## config.mk

```make
export PLATFORM = sky130hd
export DESIGN_NAME = pc_fetch_unit_flat
export DESIGN_NICKNAME = d
export VERILOG_FILES = /design/src/rtl/pc_fetch_unit_pkg.sv /design/src/rtl/pc_fetch_unit_if.sv /design/src/rtl/pc_fetch_unit.sv /design/src/flat_wrapper.sv
export SDC_FILE = /design/constraint.sdc
export NUM_CORES = 1
export LEC_CHECK = 0
export CAP_MARGIN = 20
export CORE_ASPECT_RATIO = 0.8
export CORE_MARGIN = 1
export CORE_UTILIZATION = 38
export CTS_BUF_LIST = sky130_fd_sc_hd__clkbuf_4
export CTS_CLUSTER_SIZE = 8
export DETAILED_ROUTE_END_ITERATION = 12
export PLACE_DENSITY = 0.76
export SLEW_MARGIN = 20
export SYNTH_ARGS = -nofsm -noshare
export SYNTH_HDL_FRONTEND = slang
export SYNTH_SLANG_ARGS = --single-unit
```

## constraint.sdc

```tcl
create_clock -name clk -period 1.51 [get_ports clk]
set_input_delay 0.3775 -clock clk [delete_from_list [all_inputs] [get_ports clk]]
set_output_delay 0.3775 -clock clk [all_outputs]
set_load 0.02 [all_outputs]
```

## src/rtl/pc_fetch_unit_pkg.sv

```systemverilog
// Shared types and defaults for the PC / instruction-fetch sequencer.
package pc_fetch_unit_pkg;

    typedef enum logic [1:0] {
        ST_IDLE = 2'd0,
        ST_REQ  = 2'd1,
        ST_WAIT = 2'd2,
        ST_HALT = 2'd3
    } fetch_state_e;

    localparam logic [7:0] DEF_RESET_PC = 8'h00;
    localparam logic [7:0] DEF_PC_STEP  = 8'h04;
    localparam int         DEF_IW       = 32;

endpackage

```

## src/rtl/pc_fetch_unit_if.sv

```systemverilog
// Bundle of the fetch unit's control, adder, imem and decode-side signals.
interface pc_fetch_unit_if #(
    parameter int IW = 32
);
    logic          en;
    logic          halt;
    logic [7:0]    pc_out;
    logic [7:0]    pc_step;
    logic [7:0]    pc_sum;
    logic          branch_valid;
    logic [7:0]    branch_target;
    logic          imem_req;
    logic          imem_ack;
    logic [IW-1:0] imem_data;
    logic          instr_valid;
    logic [IW-1:0] instr;
    logic [7:0]    instr_pc;
    logic          instr_ready;

    modport master (
        input  en, halt, pc_sum, branch_valid, branch_target,
               imem_ack, imem_data, instr_ready,
        output pc_out, pc_step, imem_req, instr_valid, instr, instr_pc
    );

    modport slave (
        output en, halt, pc_sum, branch_valid, branch_target,
               imem_ack, imem_data, instr_ready,
        input  pc_out, pc_step, imem_req, instr_valid, instr, instr_pc
    );
endinterface

```

## src/rtl/pc_fetch_unit.sv

```systemverilog
// PC register, fetch FSM and one-entry instruction buffer. The PC adder
// lives outside; this block drives its operands and registers its sum.
module pc_fetch_unit
    import pc_fetch_unit_pkg::*;
#(
    parameter logic [7:0] RESET_PC = DEF_RESET_PC,
    parameter logic [7:0] PC_STEP  = DEF_PC_STEP,
    parameter int         IW       = DEF_IW
) (
    input logic             clk,
    input logic             reset,
    pc_fetch_unit_if.master bus
);

    fetch_state_e  state_q;
    logic [7:0]    pc_q;
    logic          instr_valid_q;
    logic [IW-1:0] instr_q;
    logic [7:0]    instr_pc_q;

    logic slot_free;
    logic ack_hon;
    logic consume;

    // Request is combinational so a reset or a full buffer withdraws it at once.
    assign slot_free    = !instr_valid_q || bus.instr_ready;
    assign bus.imem_req = (state_q == ST_REQ) && slot_free;
    assign ack_hon      = bus.imem_req && bus.imem_ack;
    assign consume      = instr_valid_q && bus.instr_ready;

    assign bus.pc_out      = pc_q;
    assign bus.pc_step     = PC_STEP;
    assign bus.instr_valid = instr_valid_q;
    assign bus.instr       = instr_q;
    assign bus.instr_pc    = instr_pc_q;

    // NOTE: non-blocking assignments only; later assignments in the block
    // override the consume default when a reload or flush happens.
    always_ff @(posedge clk or posedge reset) begin
        if (reset) begin
            state_q       <= ST_IDLE;
            pc_q          <= RESET_PC;
            instr_valid_q <= 1'b0;
            instr_q       <= '0;
            instr_pc_q    <= '0;
        end else begin
            if (consume) instr_valid_q <= 1'b0;

            if (bus.halt || state_q == ST_HALT) begin
                state_q <= ST_HALT;
            end else if (bus.branch_valid) begin
                pc_q          <= bus.branch_target;
                instr_valid_q <= 1'b0;
                state_q       <= bus.en ? ST_REQ : ST_IDLE;
            end else begin
                unique case (state_q)
                    ST_IDLE: if (bus.en) state_q <= ST_REQ;
                    ST_REQ: begin
                        if (ack_hon) begin
                            instr_q       <= bus.imem_data;
                            instr_pc_q    <= pc_q;
                            instr_valid_q <= 1'b1;
                            pc_q          <= bus.pc_sum;
                            state_q       <= bus.en ? ST_REQ : ST_IDLE;
                        end else if (!slot_free) begin
                            state_q <= ST_WAIT;
                        end
                    end
                    ST_WAIT: if (slot_free) state_q <= bus.en ? ST_REQ : ST_IDLE;
                    default: state_q <= ST_HALT;
                endcase
            end
        end
    end

endmodule
```

## src/flat_wrapper.sv

```systemverilog
// flat-port wrapper written by rule: the top's interface ports become plain ports
module pc_fetch_unit_flat import pc_fetch_unit_pkg::*;
#(
    parameter logic [7:0] RESET_PC = DEF_RESET_PC,
    parameter logic [7:0] PC_STEP  = DEF_PC_STEP,
    parameter int         IW       = DEF_IW
)
  (clk, reset, bus_en, bus_halt, bus_pc_sum, bus_branch_valid, bus_branch_target, bus_imem_ack, bus_imem_data, bus_instr_ready, bus_pc_out, bus_pc_step, bus_imem_req, bus_instr_valid, bus_instr, bus_instr_pc);
  pc_fetch_unit_if #(.IW(IW)) bus_i ();
  input logic clk;
  input logic reset;
  input wire logic [$bits(bus_i.en)-1:0] bus_en;
  input wire logic [$bits(bus_i.halt)-1:0] bus_halt;
  input wire logic [$bits(bus_i.pc_sum)-1:0] bus_pc_sum;
  input wire logic [$bits(bus_i.branch_valid)-1:0] bus_branch_valid;
  input wire logic [$bits(bus_i.branch_target)-1:0] bus_branch_target;
  input wire logic [$bits(bus_i.imem_ack)-1:0] bus_imem_ack;
  input wire logic [$bits(bus_i.imem_data)-1:0] bus_imem_data;
  input wire logic [$bits(bus_i.instr_ready)-1:0] bus_instr_ready;
  output wire logic [$bits(bus_i.pc_out)-1:0] bus_pc_out;
  output wire logic [$bits(bus_i.pc_step)-1:0] bus_pc_step;
  output wire logic [$bits(bus_i.imem_req)-1:0] bus_imem_req;
  output wire logic [$bits(bus_i.instr_valid)-1:0] bus_instr_valid;
  output wire logic [$bits(bus_i.instr)-1:0] bus_instr;
  output wire logic [$bits(bus_i.instr_pc)-1:0] bus_instr_pc;
  assign bus_i.en = bus_en;
  assign bus_i.halt = bus_halt;
  assign bus_i.pc_sum = bus_pc_sum;
  assign bus_i.branch_valid = bus_branch_valid;
  assign bus_i.branch_target = bus_branch_target;
  assign bus_i.imem_ack = bus_imem_ack;
  assign bus_i.imem_data = bus_imem_data;
  assign bus_i.instr_ready = bus_instr_ready;
  assign bus_pc_out = bus_i.pc_out;
  assign bus_pc_step = bus_i.pc_step;
  assign bus_imem_req = bus_i.imem_req;
  assign bus_instr_valid = bus_i.instr_valid;
  assign bus_instr = bus_i.instr;
  assign bus_instr_pc = bus_i.instr_pc;
  pc_fetch_unit #(.RESET_PC(RESET_PC), .PC_STEP(PC_STEP), .IW(IW)) u_core (.clk(clk), .reset(reset), .bus(bus_i));
endmodule
```

=== Word-level counts from Yosys, hierarchy flattened ===
Cells that the tools add are included.

* Register bits: 51
* Output and inout port bits: 58
* Word-level logic and storage cells: 41

* Equal/unequal tests: 6
* Multiplexer cells: 16
* Bitwise logic cells: 2
* Reductions and logical operators: 12

{| class="wikitable"
|+ Operators with widths
! kind !! count
|-
| 2-to-1 mux 8 bit || 3
|-
| 2-to-1 mux 2 bit || 6
|-
| 2-to-1 mux 1 bit || 6
|-
| case mux 2 bit (3 select lines) || 1
|-
| AND reduction 3 bit || 2
|-
| != test 5 bit (second input constant) || 1
|-
| == test 2 bit (second input constant) || 2
|-
| != test 4 x 2 -> 1 bit (second input constant) || 1
|-
| != test 4 x 3 -> 1 bit (second input constant) || 1
|-
| AND reduction 4 bit || 1
|-
| nonzero test 2 bit || 2
|-
| logical AND 1 bit || 3
|-
| == test 2 x 1 -> 1 bit (second input constant) || 1
|-
| logical NOT 2 bit || 1
|-
| logical OR 1 bit || 2
|-
| NOT 1 bit || 2
|-
| logical NOT 1 bit || 1
|}

=== Logic depth before layout (Yosys ltp) ===
Gate-level depths: netlist of the first run.

* Depth in word-level cells: 8
* Mapped depth: 6
* Gate-level depth less buffers: 4

=== Worst setup path after synthesis of the first run ===
Ideal clock, no wire load.

* Kind: register -> register
* From: reg u_core.instr_valid_q, in the netlist u_core.bus.instr_valid
* To: reg u_core.instr_q[0], in the netlist u_core.bus.instr[0]
* Setup time: 0.125 ns
* Arrival time: 1.668 ns
* Slack: -0.283 ns
* Stages on the path, launching flop included: 6
* Period minus slack after synthesis: 1.793 ns
* Cell sequence: dfrtp_1 nor2b_4 or4_1 buf_6 buf_12 mux2_4

* Longest elaborated chain between the ends: 5

{| class="wikitable"
|+ Ends and longest elaborated chain
! what !! RTL line !! source
|-
| start: declaration || pc_fetch_unit.sv:17 || <nowiki>logic instr_valid_q;</nowiki>
|-
| start signal: assignment || pc_fetch_unit.sv:43 || <nowiki>instr_valid_q <= 1'b0;</nowiki>
|-
| start signal: assignment || pc_fetch_unit.sv:47 || <nowiki>if (consume) instr_valid_q <= 1'b0;</nowiki>
|-
| start signal: assignment || pc_fetch_unit.sv:53 || <nowiki>instr_valid_q <= 1'b0;</nowiki>
|-
| logical NOT 1 bit || pc_fetch_unit.sv:26 || <nowiki>assign slot_free = !instr_valid_q || bus.instr_ready;</nowiki>
|-
| logical OR 1 bit || pc_fetch_unit.sv:26 ||
|-
| logical AND 1 bit || pc_fetch_unit.sv:27 || <nowiki>assign bus.imem_req = (state_q == ST_REQ) && slot_free;</nowiki>
|-
| logical AND 1 bit || pc_fetch_unit.sv:28 || <nowiki>assign ack_hon = bus.imem_req && bus.imem_ack;</nowiki>
|-
| AND reduction 4 bit (no line) || -- ||
|-
| end signal: assignment || pc_fetch_unit.sv:60 || <nowiki>instr_q <= bus.imem_data;</nowiki>
|-
| end: declaration || pc_fetch_unit.sv:18 || <nowiki>logic [IW-1:0] instr_q;</nowiki>
|}

No other way between the ends.
A chain may end at the register's enable or synchronous reset.

=== Worst setup path in the final report of the first run ===
* From: reg u_core.state_q[1]
* To: reg u_core.instr_q[28], in the netlist u_core.bus.instr[28]

* Longest elaborated chain between the ends: 4

{| class="wikitable"
|+ Ends and longest elaborated chain
! what !! RTL line !! source
|-
| start: declaration || pc_fetch_unit.sv:15 || <nowiki>fetch_state_e state_q;</nowiki>
|-
| start signal: assignment || pc_fetch_unit.sv:54 || <nowiki>state_q <= bus.en ? ST_REQ : ST_IDLE;</nowiki>
|-
| start signal: assignment || pc_fetch_unit.sv:64 || <nowiki>state_q <= bus.en ? ST_REQ : ST_IDLE;</nowiki>
|-
| start signal: assignment || pc_fetch_unit.sv:69 || <nowiki>ST_WAIT: if (slot_free) state_q <= bus.en ? ST_REQ : ST_IDLE;</nowiki>
|-
| == test 2 x 1 -> 1 bit / == test 2 bit (equally long branches) || pc_fetch_unit.sv:27, pc_fetch_unit.sv:56, pc_fetch_unit.sv:49 ||
|-
| logical AND 1 bit / logical OR 1 bit (equally long branches) || pc_fetch_unit.sv:27, pc_fetch_unit.sv:49 ||
|-
| logical AND 1 bit / NOT 1 bit (equally long branches) || -- ||
|-
| AND reduction 4 bit (no line) * || -- ||
|}

Mark *: on every way between the ends. The rest lies on a longest branch, timed or not.

==> out/metrics.cfg, run 1 <==
[status]
status = finished with violations
violations = setup timing

[hold_path]
hold_class = in2async

[sta]
fin_ws_ps = -283
setup_viol = 44
slew_viol_final = 0
period_share = 1.19
finalHoldViolations = 0
max_freq_ghz = 0.558
rsz0062_at_grt = yes
fin_crit_ps = 1790
fin_worst_skew_ps = 14.0

[floorplanning]
die_area_sq_um = 6720
io_pins = 113
row_count = 25
die_h_um = 73.5
start_util = 0.403
core_sq_um = 6040
die-width_um = 91.4

[yosys]
synthSimpleGateAreaFrac = 0.0582
synth-seq-area-share = 0.525
muxShareOfSynthArea = 0.252
synth.yosys.warnings = 0
syn_area_sq_um = 2430
yosysUniqueCellTypes = 34
syn_inst = 167
synthTopCellsByArea = dfrtp_1, mux2_4, buf_12, buf_4, o2bb2ai_1
synth_fa_ha_area_frac = 0
avgSynthCellArea_sq_um = 14.6
yosysTopAreaCellShare = 0.525
synth-xor-area-share = 0
synth_top_area_cell = dfrtp_1
synth_seq_cells = 51
synth_top_family_by_area = multiplexers
synth_compound_area_frac = 0.0813

[global_route]
grt-ovfl-total = 0
grt_pass1_wl_um = 9230
first_global_vias = 1842
antenna_found_initial = 0
track_usage = 0.180
grt_max_degree = 24

[placement]
port_buffers = 104
place_congestion = 0.826
placedCellCount = 358
detailed_place_hpwl_um = 3980

[clock_tree]
cts_setup_buffers = 0
root_buffer = clkbuf_4
cts_made_buffers = 5
clock_latency_ps = 360
cts_tree = built
clock_sinks = 51
path_clk_slew_ps = 140
clock_path_buffers = 2
htree_num_levels = 2
hold_buffers = 0

[layout]
instances_no_fill = 367
nNetsFinal = 340
nFillCells = 516
antenna_cells = 0
syn_to_final_growth_pct = 47.2
drive_gt1_frac = 0.374

[pwr]
leakage_nw = 1.83
irDropWorstVdd_uv = 311
power.total_mw = 2.65
pwr_density_cell_nw_per_um2 = 740

[detailed_routing]
final_antenna_net_count = 0
wl_per_cell_um = 15.3
wirelength_um = 5610
drc = 0
dr.pass1.iters = 4
drt_iter0_drc = 73
vias = 1709
routed_via_density = 4.66

[worst_setup_path]
worstReg2RegStart = u_core.state_q[1]$_DFFE_PP0P_
rr_worst_depth = 5
cp-end-kind = flop
cpMaxStageDelayCell = or4_4
crit_arrival_ps = 2040
crit_chain = nor2_2 > nand3_1 > or4_4 > buf_12 > mux2_4
path_class = reg2reg
max_stage_delay_ps = 550
cp_num_buf_inv = 1
critical_path_required_ps = 1760
reg2reg_to = u_core.bus.instr[28]$_DFFE_PP0P_
crit_family = simple AND/OR/NAND/NOR gates
regToRegSetupSlack_ps = -280
critPathLaunchType = flop
path_max_fanout = 20

[flow_run]
drv_cap = 0

routing by layer:
layer / up-vias / wire length, um / GRT usage
li1: 820 / - / -
met1: 817 / 2570 / 0.250
met2: 65 / 2640 / 0.279
met3: 7 / 351 / 0.0497
met4: 0 / 53 / 0.0494
met5: - / 0 / 0
synthesized netlist by cell type, drive strengths merged:
cell / n
dfrtp: 51
a22oi: 1
o2bb2ai: 6
nor4b: 1
conb: 2
o311ai: 3
mux2: 41
o21bai: 1
or2b: 1
a41o: 2
buf: 16
nand3: 4
clkbuf: 3
nor3: 1
nor3b: 1
a31oi: 7
o21ai: 1
nand2: 3
or3: 1
a21oi: 2
a21o: 1
or4: 1
nor2b: 1
a211o: 1
nand3b: 1
a311oi: 1
nor2: 2
inv: 5
and2: 6
cells in the final DEF (no fill, tap or decap), types with 2 or more instances in the layout:
cell,Yosys,routed
a21oi_1,2,2
a31oi_1,7,7
a41o_1,2,2
and2_1,6,6
buf_12,4,4
buf_2,3,2
buf_4,8,15
clkbuf_2,0,27
clkbuf_4,0,6
clkdlybuf4s15_1,0,21
clkdlybuf4s50_1,0,51
conb_1,2,8
dfrtp_1,51,50
dlygate4sd2_1,0,3
inv_1,4,3
mux2_4,40,41
nand2_1,3,3
nand3_1,4,4
o2bb2ai_1,6,6
o311ai_0,3,2
cell type report:
class / instances / area (sq um) / area share
timing repair buffer: 124 / 1110 / 0.311
sequential: 51 / 1280 / 0.357
tap: 81 / 101 / 0.0283
clock inverter: 2 / 12.5 / 0.00350
inverter: 5 / 22.5 / 0.00629
clock buffer: 6 / 45.0 / 0.0126
multi-input combinational: 98 / 1010 / 0.281
kinds of logic (layout without fill, tap and decap cells):
kind of cell / Yosys count / count (layout)
other: 2 / 8
DFF: 51 / 51
and+or+nand+nor: 23 / 23
AOI/OAI and AO/OA: 26 / 26
muxes: 41 / 41
buffers and inverters: 24 / 137
worst max-delay path by stage:
stage / cells after the start / to / slack, ps / from
global placement: 6 / u_core.bus.instr[22]$_DFFE_PP0P_ / -830 / bus_halt
CTS: 5 / u_core.bus.instr[28]$_DFFE_PP0P_ / -270 / u_core.state_q[1]$_DFFE_PP0P_
global route: 5 / u_core.bus.instr[28]$_DFFE_PP0P_ / -320 / u_core.state_q[1]$_DFFE_PP0P_
detailed placement: 6 / u_core.bus.instr[28]$_DFFE_PP0P_ / -860 / bus_halt
finish: 5 / u_core.bus.instr[28]$_DFFE_PP0P_ / -280 / u_core.state_q[1]$_DFFE_PP0P_
floorplan: 5 / u_core.bus.instr[0]$_DFFE_PP0P_ / -190 / u_core.bus.instr_valid$_DFF_PP0_
power breakdown:
part / internal [mW] / switching, mW / total, mW
sequential: 1.45 / 0.0669 / 1.51
clock: 0.199 / 0.407 / 0.607
combinational: 0.281 / 0.248 / 0.529
per-stage QoR:
step           worst slack, ps  hold WS (ps)   util  TNS, ps  area [sq um]
2_1_floorplan             -194           426      -    -8280          2460
3_3_place_gp              -833           493  0.601   -37560          3630
3_5_place_dp              -857           492  0.601   -38730          3630
4_1_cts                   -274           289  0.606   -10430          3660
5_1_grt                   -322           288  0.593   -13400          3580
6_report                  -283           297  0.593   -10960          3580
sequential cells by signal, indices dropped and copies added (netlist names):
name / cells
u_core.bus.pc_out: 8
u_core.bus.instr_pc: 8
u_core.bus.instr: 32
u_core.bus.instr_valid: 1
u_core.state_q: 2
worst register-to-register path, cell delays in order (launching register included):
cell	delay (ps)
dfrtp_1	440
nor2_2	90
nand3_1	80
or4_4	550
buf_12	210
mux2_4	320
repair_timing:
action	4_1_cts	5_1_grt
setup endpoints to repair	99	99
pin swaps	0	1
cloned	1	0
resized for setup	71	70
No activity file was read; power rests on OpenSTA's default activity.
==> inputs of run 2 (changes only) <==
CORE_ASPECT_RATIO = default   (was 0.8)
==> out/metrics.cfg, run 2 (synthesis results as in run 1) <==
[clock_tree]
hold_buffers = 0  ; unchanged
cts_tree = built
clock_sinks = 51  ; unchanged
clock_latency_ps = 360  ; about the same
path_clk_slew_ps = 150  ; about the same
root_buffer = clkbuf_4
clock_path_buffers = 2  ; unchanged
cts_made_buffers = 5  ; unchanged
htree_num_levels = 2  ; unchanged

[sta]
max_freq_ghz = 0.548  ; -1.8%
period_share = 1.21  ; +0.0215
setup_viol = 51  ; +16%
fin_crit_ps = 1830  ; +32.5 ps
slew_viol_final = 0  ; unchanged
fin_worst_skew_ps = 9.56  ; -4.41 ps
fin_ws_ps = -316  ; -32.5 ps
rsz0062_at_grt = yes
finalHoldViolations = 0  ; unchanged

[global_route]
first_global_vias = 1801  ; -2.2%
track_usage = 0.179  ; -0.000850
antenna_found_initial = 0  ; unchanged
grt-ovfl-total = 0  ; unchanged
grt_pass1_wl_um = 8940  ; -3.2%
grt_max_degree = 34  ; +42%

[placement]
detailed_place_hpwl_um = 4100  ; +2.9%
placedCellCount = 355  ; -0.84%
place_congestion = 0.761  ; -7.8%
port_buffers = 104  ; unchanged
pre_cts_ws_ps = -844  ; +13.4 ps
dpl-instance-area_sq_um = 3620  ; -0.28%

[worst_setup_path]
regToRegSetupSlack_ps = -320  ; -30 ps
cpMaxStageDelayCell = or4_4
cp-end-kind = flop
max_stage_delay_ps = 600  ; +50 ps
path_max_fanout = 20  ; unchanged
crit_arrival_ps = 2080  ; +40 ps
path_class = reg2reg
critical_path_required_ps = 1760  ; about the same
rr_worst_depth = 4  ; -1
critPathLaunchType = flop
crit_chain = buf_4 > or4_4 > buf_12 > mux2_4

[floorplanning]
start_util = 0.401  ; -0.00158
row_count = 28  ; +12%
die_area_sq_um = 6720  ; about the same
io_pins = 113  ; unchanged
core_sq_um = 6060  ; +0.39%
die_h_um = 82.0  ; +11%
die-width_um = 82.0  ; -10%

[layout]
antenna_cells = 0  ; unchanged
largest_register_ffs = 32  ; unchanged
nNetsFinal = 350  ; +2.9%
instances_no_fill = 371  ; +1.1%
nFillCells = 478  ; -7.4%
final_cell_mix = clkdlybuf4s50_1, dfrtp_1, mux2_4
final_common_cell = clkdlybuf4s50_1
syn_to_final_growth_pct = 59.5
drive_gt1_frac = 0.392  ; +0.0178
post-route-cell-area_sq_um = 3880  ; +8.4%

[detailed_routing]
final_antenna_net_count = 0  ; unchanged
drt_iter0_drc = 68  ; -6.8%
dr.pass1.iters = 4  ; unchanged
drc = 0  ; unchanged
wl_per_cell_um = 16.2  ; +6.0%
wirelength_um = 6010  ; +7.1%
routed_via_density = 4.79  ; +2.9%
vias = 1777  ; +4.0%

[pwr]
power.total_mw = 3.03  ; +14%
pwr_density_cell_nw_per_um2 = 782  ; +5.6%
leakage_nw = 1.93  ; +5.9%
irDropWorstVdd_uv = 444  ; +43%

[status]
violations = setup timing
status = finished with violations

[flow_run]
drv_cap = 0  ; unchanged

[hold_path]
hold_class = in2async

==> run 2: changes by cell type in the layout (fill, tap and decap cells not counted), moves of 2 or more <==
cell / delta
buf_6: +10
clkbuf_2: -12
clkdlybuf4s15_1: +8
o2bb2ai_2: +3
o2bb2ai_1: -3
dlygate4sd2_1: +2
buf_4: +2
bufinv_16: +2
==> run 2: metal layers <==
| metal | share of wire | GRT usage | wire length, um | vias to the layer above |
|---|---|---|---|---|
| met5 | 0 | 0 | 0 | - |
| met3 | 0.058 | 0.0422 | 347 | 6 |
| met2 | 0.51 | 0.312 | 3090 | 64 |
| li1 | - | - | - | 836 |
| met4 | 0.0073 | 0.0439 | 44 | 0 |
| met1 | 0.42 | 0.222 | 2530 | 871 |
==> run 2: cell type report <==
class	instances	area, sq um	share of cell area
multi-input combinational	98	1110	0.285
sequential	51	1280	0.329
timing repair buffer	134	1270	0.328
clock buffer	5	37.5	0.00968
inverter	5	22.5	0.00581
tap	75	93.8	0.0242
clock inverter	3	67.6	0.0174
==> run 2: where the power goes <==
part / switching [mW] / total [mW] / internal [mW]
sequential: 0.0695 / 1.52 / 1.45
clock: 0.438 / 0.953 / 0.515
combinational: 0.259 / 0.563 / 0.304
total: 0.767 / 3.03 / 2.27
==> run 2: worst max-delay path: cells and delay by family (launching register included) <==
| kind | cells | cell delay, ps |
|---|---|---|
| simple gates | 1 | 600 |
| flops | 1 | 440 |
| buf+inv | 2 | 360 |
| mux | 1 | 310 |
==> run 2: final timing paths <==
path	from	end
min	reset	u_core.bus.instr_pc[3]$_DFFE_PP0P_
min reg2reg	u_core.bus.instr[14]$_DFFE_PP0P_	u_core.bus.instr[14]$_DFFE_PP0P_
min in group clk	bus_halt	u_core.state_q[1]$_DFFE_PP0P_
max reg2reg	u_core.state_q[1]$_DFFE_PP0P_	u_core.bus.instr[10]$_DFFE_PP0P_
max	u_core.state_q[1]$_DFFE_PP0P_	u_core.bus.instr[10]$_DFFE_PP0P_
max in group asynchronous	reset	u_core.bus.instr[12]$_DFFE_PP0P_
==> run 2: through the flow <==
step | utilization | setup TNS (ps) | hold slack (ps)
finish | 0.640 | -14680 | 389
global route | 0.640 | -15560 | 374
CTS | 0.619 | -11360 | 380
detailed placement | 0.597 | -39570 | 491
global placement | 0.597 | -38950 | 493
floorplan | - | -8280 | 426
==> run 2: timing repair <==
item	in CTS	in global routing
endpoints found under the setup margin	99	94
endpoints found under the hold margin	0	0
buffers inserted	1	6
pin swaps	3	6
gates resized for setup	82	70
cloned	1	0
